File: config.mk
export PLATFORM = sky130hd
export DESIGN_NAME = ball_paddle_game_ctrl_flat
export DESIGN_NICKNAME = d
export VERILOG_FILES = /design/src/rtl/ball_paddle_game_ctrl_if.sv /design/src/rtl/ball_paddle_game_ctrl.sv /design/src/flat_wrapper.sv
export SDC_FILE = /design/constraint.sdc
export NUM_CORES = 1
export LEC_CHECK = 0
export ABC_AREA = 1
export BUFFER_PORTS_ARGS = -buffer_cell sky130_fd_sc_hd__buf_2
export CAP_MARGIN = 25
export CORE_UTILIZATION = 55
export CTS_BUF_LIST = sky130_fd_sc_hd__clkbuf_16
export CTS_CLUSTER_SIZE = 40
export DETAILED_ROUTE_END_ITERATION = 10
export GPL_ROUTABILITY_DRIVEN = 0
export PLACE_DENSITY = 0.86
export SYNTH_ARGS = -nofsm -noshare
export SYNTH_HDL_FRONTEND = slang
export SYNTH_SLANG_ARGS = --single-unit
File: constraint.sdc
create_clock -name clk -period 3.14 [get_ports clk]
set_input_delay 0.628 -clock clk [delete_from_list [all_inputs] [get_ports clk]]
set_output_delay 0.628 -clock clk [all_outputs]
set_load 0.05 [all_outputs]
File: src/rtl/ball_paddle_game_ctrl_if.sv
// Playfield-side signals of the game-flow sequencer.
// The controller uses the master modport; the playfield/scoreboard side uses the slave modport.
interface ball_paddle_game_ctrl_if;
    logic       vsync;
    logic       fire;
    logic [8:0] ball_y;
    logic       brick_hit;
    logic       ball_reset;
    logic       ball_enable;
    logic       declives;
    logic       brick_wr_en;
    logic [6:0] brick_wr_addr;
    logic       brick_wr_data;
    logic [3:0] lives;
    logic [7:0] bricks_left;
    logic [2:0] state;
    logic       game_over;

    modport master (
        input  vsync, fire, ball_y, brick_hit,
        output ball_reset, ball_enable, declives, brick_wr_en, brick_wr_addr,
               brick_wr_data, lives, bricks_left, state, game_over
    );

    modport slave (
        output vsync, fire, ball_y, brick_hit,
        input  ball_reset, ball_enable, declives, brick_wr_en, brick_wr_addr,
               brick_wr_data, lives, bricks_left, state, game_over
    );
endinterface

File: src/rtl/ball_paddle_game_ctrl.sv
// Game-flow sequencer: owns lives and brick count, refills the brick array,
// and holds, releases and re-serves the ball across attract/play/game-over.
module ball_paddle_game_ctrl #(
    parameter int unsigned START_LIVES  = 3,
    parameter int unsigned BRICK_COUNT  = 128,
    parameter int unsigned SERVE_FRAMES = 60,
    parameter int unsigned LOST_FRAMES  = 90,
    parameter int unsigned BALL_LOST_Y  = 240
) (
    input logic                     clk,
    input logic                     reset,
    ball_paddle_game_ctrl_if.master bus
);
    // state    | meaning
    // IDLE     | attract, waiting for fire
    // FILL     | writing 1s to every brick slot, one per clk
    // SERVE    | ball held at serve position for SERVE_FRAMES frames
    // PLAY     | ball moving, bricks and misses counted
    // LOST     | pause after a missed ball
    // GAMEOVER | no lives left, waiting for fire
    typedef enum logic [2:0] {
        IDLE     = 3'd0,
        FILL     = 3'd1,
        SERVE    = 3'd2,
        PLAY     = 3'd3,
        LOST     = 3'd4,
        GAMEOVER = 3'd5
    } state_t;

    localparam logic [3:0] LIVES_INIT  = 4'(START_LIVES);
    localparam logic [7:0] BRICKS_INIT = 8'(BRICK_COUNT);
    localparam logic [6:0] LAST_ADDR   = 7'(BRICK_COUNT - 1);
    localparam logic [7:0] SERVE_LAST  = 8'(SERVE_FRAMES - 1);
    localparam logic [7:0] LOST_LAST   = 8'(LOST_FRAMES - 1);
    localparam logic [8:0] LOST_Y      = 9'(BALL_LOST_Y);

    state_t     st;
    logic       vsync_q, fire_q;
    logic [7:0] frame_cnt;
    logic [6:0] wr_addr;
    logic       wr_en;
    logic [3:0] lives_r;
    logic [7:0] bricks_r;
    logic       ball_reset_r, ball_enable_r, declives_r, game_over_r;
    logic       frame_tick, fire_press;

    assign frame_tick = bus.vsync & ~vsync_q;
    assign fire_press = bus.fire & ~fire_q;

    always_ff @(posedge clk or posedge reset) begin
        if (reset) begin
            st            <= IDLE;
            vsync_q       <= 1'b0;
            fire_q        <= 1'b0;
            frame_cnt     <= 8'd0;
            wr_addr       <= 7'd0;
            wr_en         <= 1'b0;
            lives_r       <= LIVES_INIT;
            bricks_r      <= 8'd0;
            ball_reset_r  <= 1'b0;
            ball_enable_r <= 1'b0;
            declives_r    <= 1'b0;
            game_over_r   <= 1'b0;
        end else begin
            vsync_q      <= bus.vsync;
            fire_q       <= bus.fire;
            ball_reset_r <= 1'b0;
            declives_r   <= 1'b0;
            unique case (st)
                IDLE: begin
                    if (fire_press) begin
                        st      <= FILL;
                        lives_r <= LIVES_INIT;
                        wr_en   <= 1'b1;
                        wr_addr <= 7'd0;
                    end
                end
                FILL: begin
                    if (wr_addr == LAST_ADDR) begin
                        st           <= SERVE;
                        wr_en        <= 1'b0;
                        wr_addr      <= 7'd0;
                        bricks_r     <= BRICKS_INIT;
                        frame_cnt    <= 8'd0;
                        ball_reset_r <= 1'b1;
                    end else begin
                        wr_addr <= wr_addr + 7'd1;
                    end
                end
                SERVE: begin
                    if (frame_tick) begin
                        if (frame_cnt == SERVE_LAST) begin
                            st            <= PLAY;
                            frame_cnt     <= 8'd0;
                            ball_enable_r <= 1'b1;
                        end else begin
                            frame_cnt <= frame_cnt + 8'd1;
                        end
                    end
                end
                PLAY: begin
                    // Clearing the level takes priority over a miss in the same clk.
                    if (bus.brick_hit && bricks_r == 8'd1) begin
                        st            <= FILL;
                        bricks_r      <= 8'd0;
                        wr_en         <= 1'b1;
                        wr_addr       <= 7'd0;
                        ball_enable_r <= 1'b0;
                    end else begin
                        if (bus.brick_hit && bricks_r != 8'd0)
                            bricks_r <= bricks_r - 8'd1;
                        if (frame_tick && bus.ball_y >= LOST_Y) begin
                            st            <= LOST;
                            declives_r    <= 1'b1;
                            frame_cnt     <= 8'd0;
                            ball_enable_r <= 1'b0;
                            if (lives_r != 4'd0)
                                lives_r <= lives_r - 4'd1;
                        end
                    end
                end
                LOST: begin
                    if (frame_tick) begin
                        if (frame_cnt == LOST_LAST) begin
                            frame_cnt <= 8'd0;
                            if (lives_r == 4'd0) begin
                                st          <= GAMEOVER;
                                game_over_r <= 1'b1;
                            end else begin
                                st           <= SERVE;
                                ball_reset_r <= 1'b1;
                            end
                        end else begin
                            frame_cnt <= frame_cnt + 8'd1;
                        end
                    end
                end
                GAMEOVER: begin
                    if (fire_press) begin
                        st          <= FILL;
                        lives_r     <= LIVES_INIT;
                        game_over_r <= 1'b0;
                        wr_en       <= 1'b1;
                        wr_addr     <= 7'd0;
                    end
                end
                default: st <= IDLE;
            endcase
        end
    end

    assign bus.ball_reset    = ball_reset_r;
    assign bus.ball_enable   = ball_enable_r;
    assign bus.declives      = declives_r;
    assign bus.brick_wr_en   = wr_en;
    assign bus.brick_wr_addr = wr_addr;
    assign bus.brick_wr_data = wr_en;
    assign bus.lives         = lives_r;
    assign bus.bricks_left   = bricks_r;
    assign bus.state         = st;
    assign bus.game_over     = game_over_r;
endmodule

File: src/flat_wrapper.sv
// flat-port wrapper written by rule: the top's interface ports become plain ports
module ball_paddle_game_ctrl_flat 
#(
    parameter int unsigned START_LIVES  = 3,
    parameter int unsigned BRICK_COUNT  = 128,
    parameter int unsigned SERVE_FRAMES = 60,
    parameter int unsigned LOST_FRAMES  = 90,
    parameter int unsigned BALL_LOST_Y  = 240
)
  (clk, reset, bus_vsync, bus_fire, bus_ball_y, bus_brick_hit, bus_ball_reset, bus_ball_enable, bus_declives, bus_brick_wr_en, bus_brick_wr_addr, bus_brick_wr_data, bus_lives, bus_bricks_left, bus_state, bus_game_over);
  ball_paddle_game_ctrl_if bus_i ();
  input logic clk;
  input logic reset;
  input wire logic [$bits(bus_i.vsync)-1:0] bus_vsync;
  input wire logic [$bits(bus_i.fire)-1:0] bus_fire;
  input wire logic [$bits(bus_i.ball_y)-1:0] bus_ball_y;
  input wire logic [$bits(bus_i.brick_hit)-1:0] bus_brick_hit;
  output wire logic [$bits(bus_i.ball_reset)-1:0] bus_ball_reset;
  output wire logic [$bits(bus_i.ball_enable)-1:0] bus_ball_enable;
  output wire logic [$bits(bus_i.declives)-1:0] bus_declives;
  output wire logic [$bits(bus_i.brick_wr_en)-1:0] bus_brick_wr_en;
  output wire logic [$bits(bus_i.brick_wr_addr)-1:0] bus_brick_wr_addr;
  output wire logic [$bits(bus_i.brick_wr_data)-1:0] bus_brick_wr_data;
  output wire logic [$bits(bus_i.lives)-1:0] bus_lives;
  output wire logic [$bits(bus_i.bricks_left)-1:0] bus_bricks_left;
  output wire logic [$bits(bus_i.state)-1:0] bus_state;
  output wire logic [$bits(bus_i.game_over)-1:0] bus_game_over;
  assign bus_i.vsync = bus_vsync;
  assign bus_i.fire = bus_fire;
  assign bus_i.ball_y = bus_ball_y;
  assign bus_i.brick_hit = bus_brick_hit;
  assign bus_ball_reset = bus_i.ball_reset;
  assign bus_ball_enable = bus_i.ball_enable;
  assign bus_declives = bus_i.declives;
  assign bus_brick_wr_en = bus_i.brick_wr_en;
  assign bus_brick_wr_addr = bus_i.brick_wr_addr;
  assign bus_brick_wr_data = bus_i.brick_wr_data;
  assign bus_lives = bus_i.lives;
  assign bus_bricks_left = bus_i.bricks_left;
  assign bus_state = bus_i.state;
  assign bus_game_over = bus_i.game_over;
  ball_paddle_game_ctrl #(.START_LIVES(START_LIVES), .BRICK_COUNT(BRICK_COUNT), .SERVE_FRAMES(SERVE_FRAMES), .LOST_FRAMES(LOST_FRAMES), .BALL_LOST_Y(BALL_LOST_Y)) u_core (.clk(clk), .reset(reset), .bus(bus_i));
endmodule
# Word-level counts from Yosys, hierarchy flattened
# Cells that the tools add are included.
[classes] n_addsub=4 n_lt_le_gt_ge=1 eq_ne=23 mux=53 n_bitwise=4 reduce_logical=22
[op_table] operator="$mux W8" count=10
[op_table] operator="$pmux W8 S4" count=1
[op_table] operator="$mux W3" count=9
[op_table] operator="$ne A2 B1 Y1 const B" count=11
[op_table] operator="$mux W7" count=3
[op_table] operator="$pmux W7 S3" count=1
[op_table] operator="$mux W1" count=18
[op_table] operator="$mux W4" count=4
[op_table] operator="$pmux W8 S2" count=1
[op_table] operator="$pmux W3 S5" count=1
[op_table] operator="$reduce_and A5 Y1" count=2
[op_table] operator="$ge A9 B8 Y1 const B" count=1
[op_table] operator="$add A8 B1 Y8 const B" count=1
[op_table] operator="$eq A8 B1 Y1 const B" count=1
[op_table] operator="$eq A8 B6 Y1 const B" count=1
[op_table] operator="$eq A8 B7 Y1 const B" count=1
[op_table] operator="$pmux W4 S2" count=1
[op_table] operator="$reduce_and A4 Y1" count=2
[op_table] operator="$reduce_bool A2 Y1" count=4
[op_table] operator="$reduce_bool A4 Y1" count=2
[op_table] operator="$reduce_bool A8 Y1" count=1
[op_table] operator="$sub A8 B1 Y8 const B" count=1
[op_table] operator="$add A7 B1 Y7 const B" count=1
[op_table] operator="$eq A7 B7 Y1 const B" count=1
[op_table] operator="other kinds (18)" count=28
[word_totals] register_bits=37 inputBits=14 output_inout_bits=28 word_cells=119

# Logic depth before layout (Yosys ltp)
[logic_depth] ltp_word=6 mapped_depth=11 mapped_depth_nobuf=11

# Worst setup path before layout
# No wires, ideal clock.
[synth_timing] kind="reg2reg" startpoint="reg u_core.wr_addr[0], in the netlist u_core.bus.brick_wr_addr[0]" endpoint="reg u_core.frame_cnt[7]" setup_ns=0.123 arrival_time_ns=1.842 t_required_ns=3.017 path_slack_ns=1.176 stages_incl_launch_ff=11 path_buffers=0 synth_period_minus_slack_ns=1.964 path_cell_list="dfrtp_1 > ha_1 > nand2_1 > nor2_2 > nand2_2 > nand2_2 > nand2_2 > nor2_4 > nand2_4 > nand2_1 > o21ai_2"
[synth_via] elab_chain_cells=3
[synth_lines] element="from (decl)" line="ball_paddle_game_ctrl.sv:40" text="logic [6:0] wr_addr;"
[synth_lines] element="from (signal assigned)" line="ball_paddle_game_ctrl.sv:87" text="wr_addr <= wr_addr + 7'd1;"
[synth_lines] element="$eq A7 B7 Y1" line="ball_paddle_game_ctrl.sv:79" text="if (wr_addr == LAST_ADDR) begin"
[synth_lines] element="$ne A2 B1 Y1 (no line)"
[synth_lines] element="$reduce_and A6 Y1 (no line)"
[synth_lines] element="to (signal assigned)" line="ball_paddle_game_ctrl.sv:97" text="frame_cnt <= frame_cnt + 8'd1;"
[synth_lines] element="to (signal assigned)" line="ball_paddle_game_ctrl.sv:134" text="frame_cnt <= frame_cnt + 8'd1;"
[synth_lines] element="to (decl)" line="ball_paddle_game_ctrl.sv:39" text="logic [7:0] frame_cnt;"
# Every way passes these cells.
# A chain may end at the register's enable or synchronous reset.

# Worst setup path after layout
# Ends and elaborated chain as after synthesis.

==> flow_metrics.tcl <==
set metrics [dict create \
    skew_ns 0.00496 \
    path_clk_slew_ns 0.06 \
    use_met1 0.316 \
    synth_edf_count 0 \
    finalMaxSlewViolations 0 \
    yosys-top-cells-area "dfrtp_1 (35%), nand2_1 (17%), nand3_1 (5.9%)" \
    drt_iter0_drc 171 \
    cts_buffers 5 \
    n_antenna_cell 0 \
    synth_top_cell_area_share 0.354 \
    fin_setup_tns_ns 0 \
    synth.most_common_cell "nand2_1" \
    crit_type "flop to flop" \
    die_area_um2 4770 \
    p_sw_frac 0.529 \
    wire_per_inst_um 12.4 \
    yosysSeqAreaShare 0.375 \
    ant_nets 0 \
    hold_viol 0 \
    cpPeakStageDelay_ns 0.42 \
    power_frac_seq 0.258 \
    p_int_mw 1.30 \
    cp-end-kind "flop" \
    synthMuxAreaShare 0 \
    fmax_mhz 533 \
    pwr-share-comb 0.570 \
    grt.overflow.total 0 \
    cts_buffer_depth 2 \
    die-height_um 69.1 \
    r2r_slack_ns 1.26 \
    switchingPower_mw 1.46 \
    hpwl_mm 3.90 \
    routed_via_density 5.32 \
    clock_latency_ns 0.29 \
    hold_class "primary input to flop" \
    crit_path_max_fanout 9 \
    route.detailed.drc 0 \
    synth-compound-area-share 0.0764 \
    postSynthAreaPerCell_um2 7.15 \
    final_cells 440 \
    power_frac_clock 0.172 \
    stdcell_area_um2 2840 \
    drive_above_1_share 0.222 \
    final_nets 408 \
    fillers 376 \
    synth_nets 367 \
    whs_ns 0.460 \
    power.density_nw_per_um2 970 \
    ios 42 \
    initial_utilization 0.572 \
    use_met3 0.0512 \
    synth_fa_ha_area_frac 0.0354 \
    synthArstFlopShare 1.00 \
    start_kind "flop" \
    slew_headroom 0.478 \
    ir_worst_vdd_mv 0.673 \
    busiest_layer "met2" \
    fin_crit_sh 0.598 \
    tightest_slew_ns 0.782 \
    antenna_found_initial 0 \
    worstPathArrival_ns 2.05 \
    yosys_warnings 0 \
    synthXorXnorAreaFrac 0.0283 \
    rsz0062_at_grt "no" \
    gr-usage-met2 0.401 \
    grt_pass1_vias 2256 \
    crit_chain "ha_1, nand2_1, nor2_2, nand2_2, nand2_2, nand2_2, nor2_4, nand2_4, nand2_1, o21ai_2" \
    cpMostUsedCell "nand2_2" \
    synth_top_area_cell "dfrtp_1" \
    track_usage 0.245 \
    synth-main-ff-cell "dfrtp_1" \
    synth_top_family_by_area "simple AND/OR/NAND/NOR gates" \
    core_um2 4320 \
    numPlacedInstances 432 \
    setup_viol 0 \
    row_count 24 \
    cts_num_sinks 37 \
    tritoncts "built" \
    clock-root-buffer "clkbuf_16" \
    cts_max_level 2 \
    grt_max_degree 22 \
    finalCriticalPeriod_ns 1.88 \
    syn_inst 346 \
    area_delta_synth_final_pct 14.8 \
    grt_pass1_wl_mm 9.54 \
    crit_required_ns 3.31 \
    drt-total-wl_mm 5.45 \
    drv_cap 0 \
    status "complete, no violations" \
    critPathSlowestCell "dfrtp_1" \
    die_w_um 69.1 \
    place_area_um2 2700 \
    ctsResizeCount 0 \
    netlist_area_um2 2470 \
    first_pass_iters 4 \
    synth_commonest_cells "nand2_1 (114), inv_1 (37), dfrtp_1 (35)" \
    synth.lib_cells_used.distinct 30 \
    num_vias 2341 \
    numPortBuffers 37 \
    post_cts_buffers 0 \
    p_leak_nw 1.54 \
    synth-seq-cells 37 \
    cts_hold_buf 0 \
    synth-simple-area-share 0.406 \
]
## worst max-delay path, delay by kind of cell (launching register included)
kind            cells  cell delay [ns]
simple gates        8             1.09
flops               1             0.42
fa+ha+maj           1             0.19
compound gates      1             0.05
## layout make-up
class	count	area, µm²	share of cell area
clock buffer	5	125	0.0441
timing repair buffer	38	193	0.0679
clock inverter	3	11.3	0.00397
sequential	37	928	0.327
inverter	44	165	0.0582
multi-input combinational	261	1350	0.476
tap	52	65.1	0.0229
## cell usage in the layout (no fill, tap or decap)
master,n
nand2_1,114
inv_1,39
buf_2,37
dfrtp_1,35
nand3_1,29
nor2_1,26
nand4_1,17
o21ai_0,9
nand2_2,9
o21ai_2,8
nor2_2,7
inv_2,7
ha_1,7
o21ai_1,6
nor2_4,5
clkbuf_16,5
xor2_1,4
xnor2_1,4
a21oi_1,4
or2_2,3
nor3_1,2
dfstp_2,2
nand2_4,1
a21o_1,1
o211ai_1,1
nand3b_1,1
o32ai_1,1
nand3_4,1
and3_1,1
clkinv_1,1
buf_4,1
## registers in the layout (all words and copies together), names as in the netlist
signal,count
u_core.bus.ball_enable,1
u_core.bus.ball_reset,1
u_core.bus.brick_wr_addr,7
u_core.bus.brick_wr_data,1
u_core.bus.bricks_left,8
u_core.bus.declives,1
u_core.bus.game_over,1
u_core.bus.lives,4
u_core.bus.state,3
u_core.fire_q,1
u_core.frame_cnt,8
u_core.vsync_q,1
## routing by layer
layer  vias up  wire, µm
met5         -         0
met1      1086      2490
li1       1188         -
met3        11       180
met2        56      2670
met4         0       115
## logic make-up after synthesis
| group | after synthesis |
|---|---|
| buffers and inverters | 48 |
| adders and majority gates | 7 |
| DFF | 37 |
| and+or+nand+nor | 216 |
| xor gates and xnor gates | 8 |
| AOI/OAI and AO/OA | 30 |
## final timing paths
| check | from | endpoint | depth (start not counted) |
|---|---|---|---|
| worst max-delay path | u_core.bus.brick_wr_addr[0]$_DFFE_PP0P_ | u_core.frame_cnt[7]$_DFFE_PP0P_ | 10 |
| worst min-delay path | bus_vsync | u_core.vsync_q$_DFF_PP0_ | 1 |
| worst max register to register | u_core.bus.brick_wr_addr[0]$_DFFE_PP0P_ | u_core.frame_cnt[7]$_DFFE_PP0P_ | 10 |
| worst min register to register | u_core.bus.ball_enable$_DFFE_PP0P_ | u_core.bus.ball_enable$_DFFE_PP0P_ | 2 |
| max in group asynchronous | reset | u_core.bus.game_over$_DFFE_PP0P_ | 3 |
| min in group asynchronous | reset | u_core.bus.bricks_left[1]$_DFFE_PP0P_ | 2 |
## power by group through the flow
stage               logic, mW  registers [mW]  clock network (mW)
floorplan               0.956            1.02                   0
detailed placement       1.55           0.715                   0
finish                   1.57           0.710               0.473
global route             1.73           0.729               0.490
global placement         1.52           0.711                   0
CTS                      1.57           0.709               0.477
## metrics by stage
stage	total power, mW	setup WS (ns)	utilization
floorplan	1.97	1.18	-
global placement	2.23	1.24	0.625
detailed placement	2.27	1.14	0.625
CTS	2.75	1.27	0.657
global route	2.95	1.11	0.657
finish	2.75	1.26	0.657
Power figures use the tool's default switching activity.
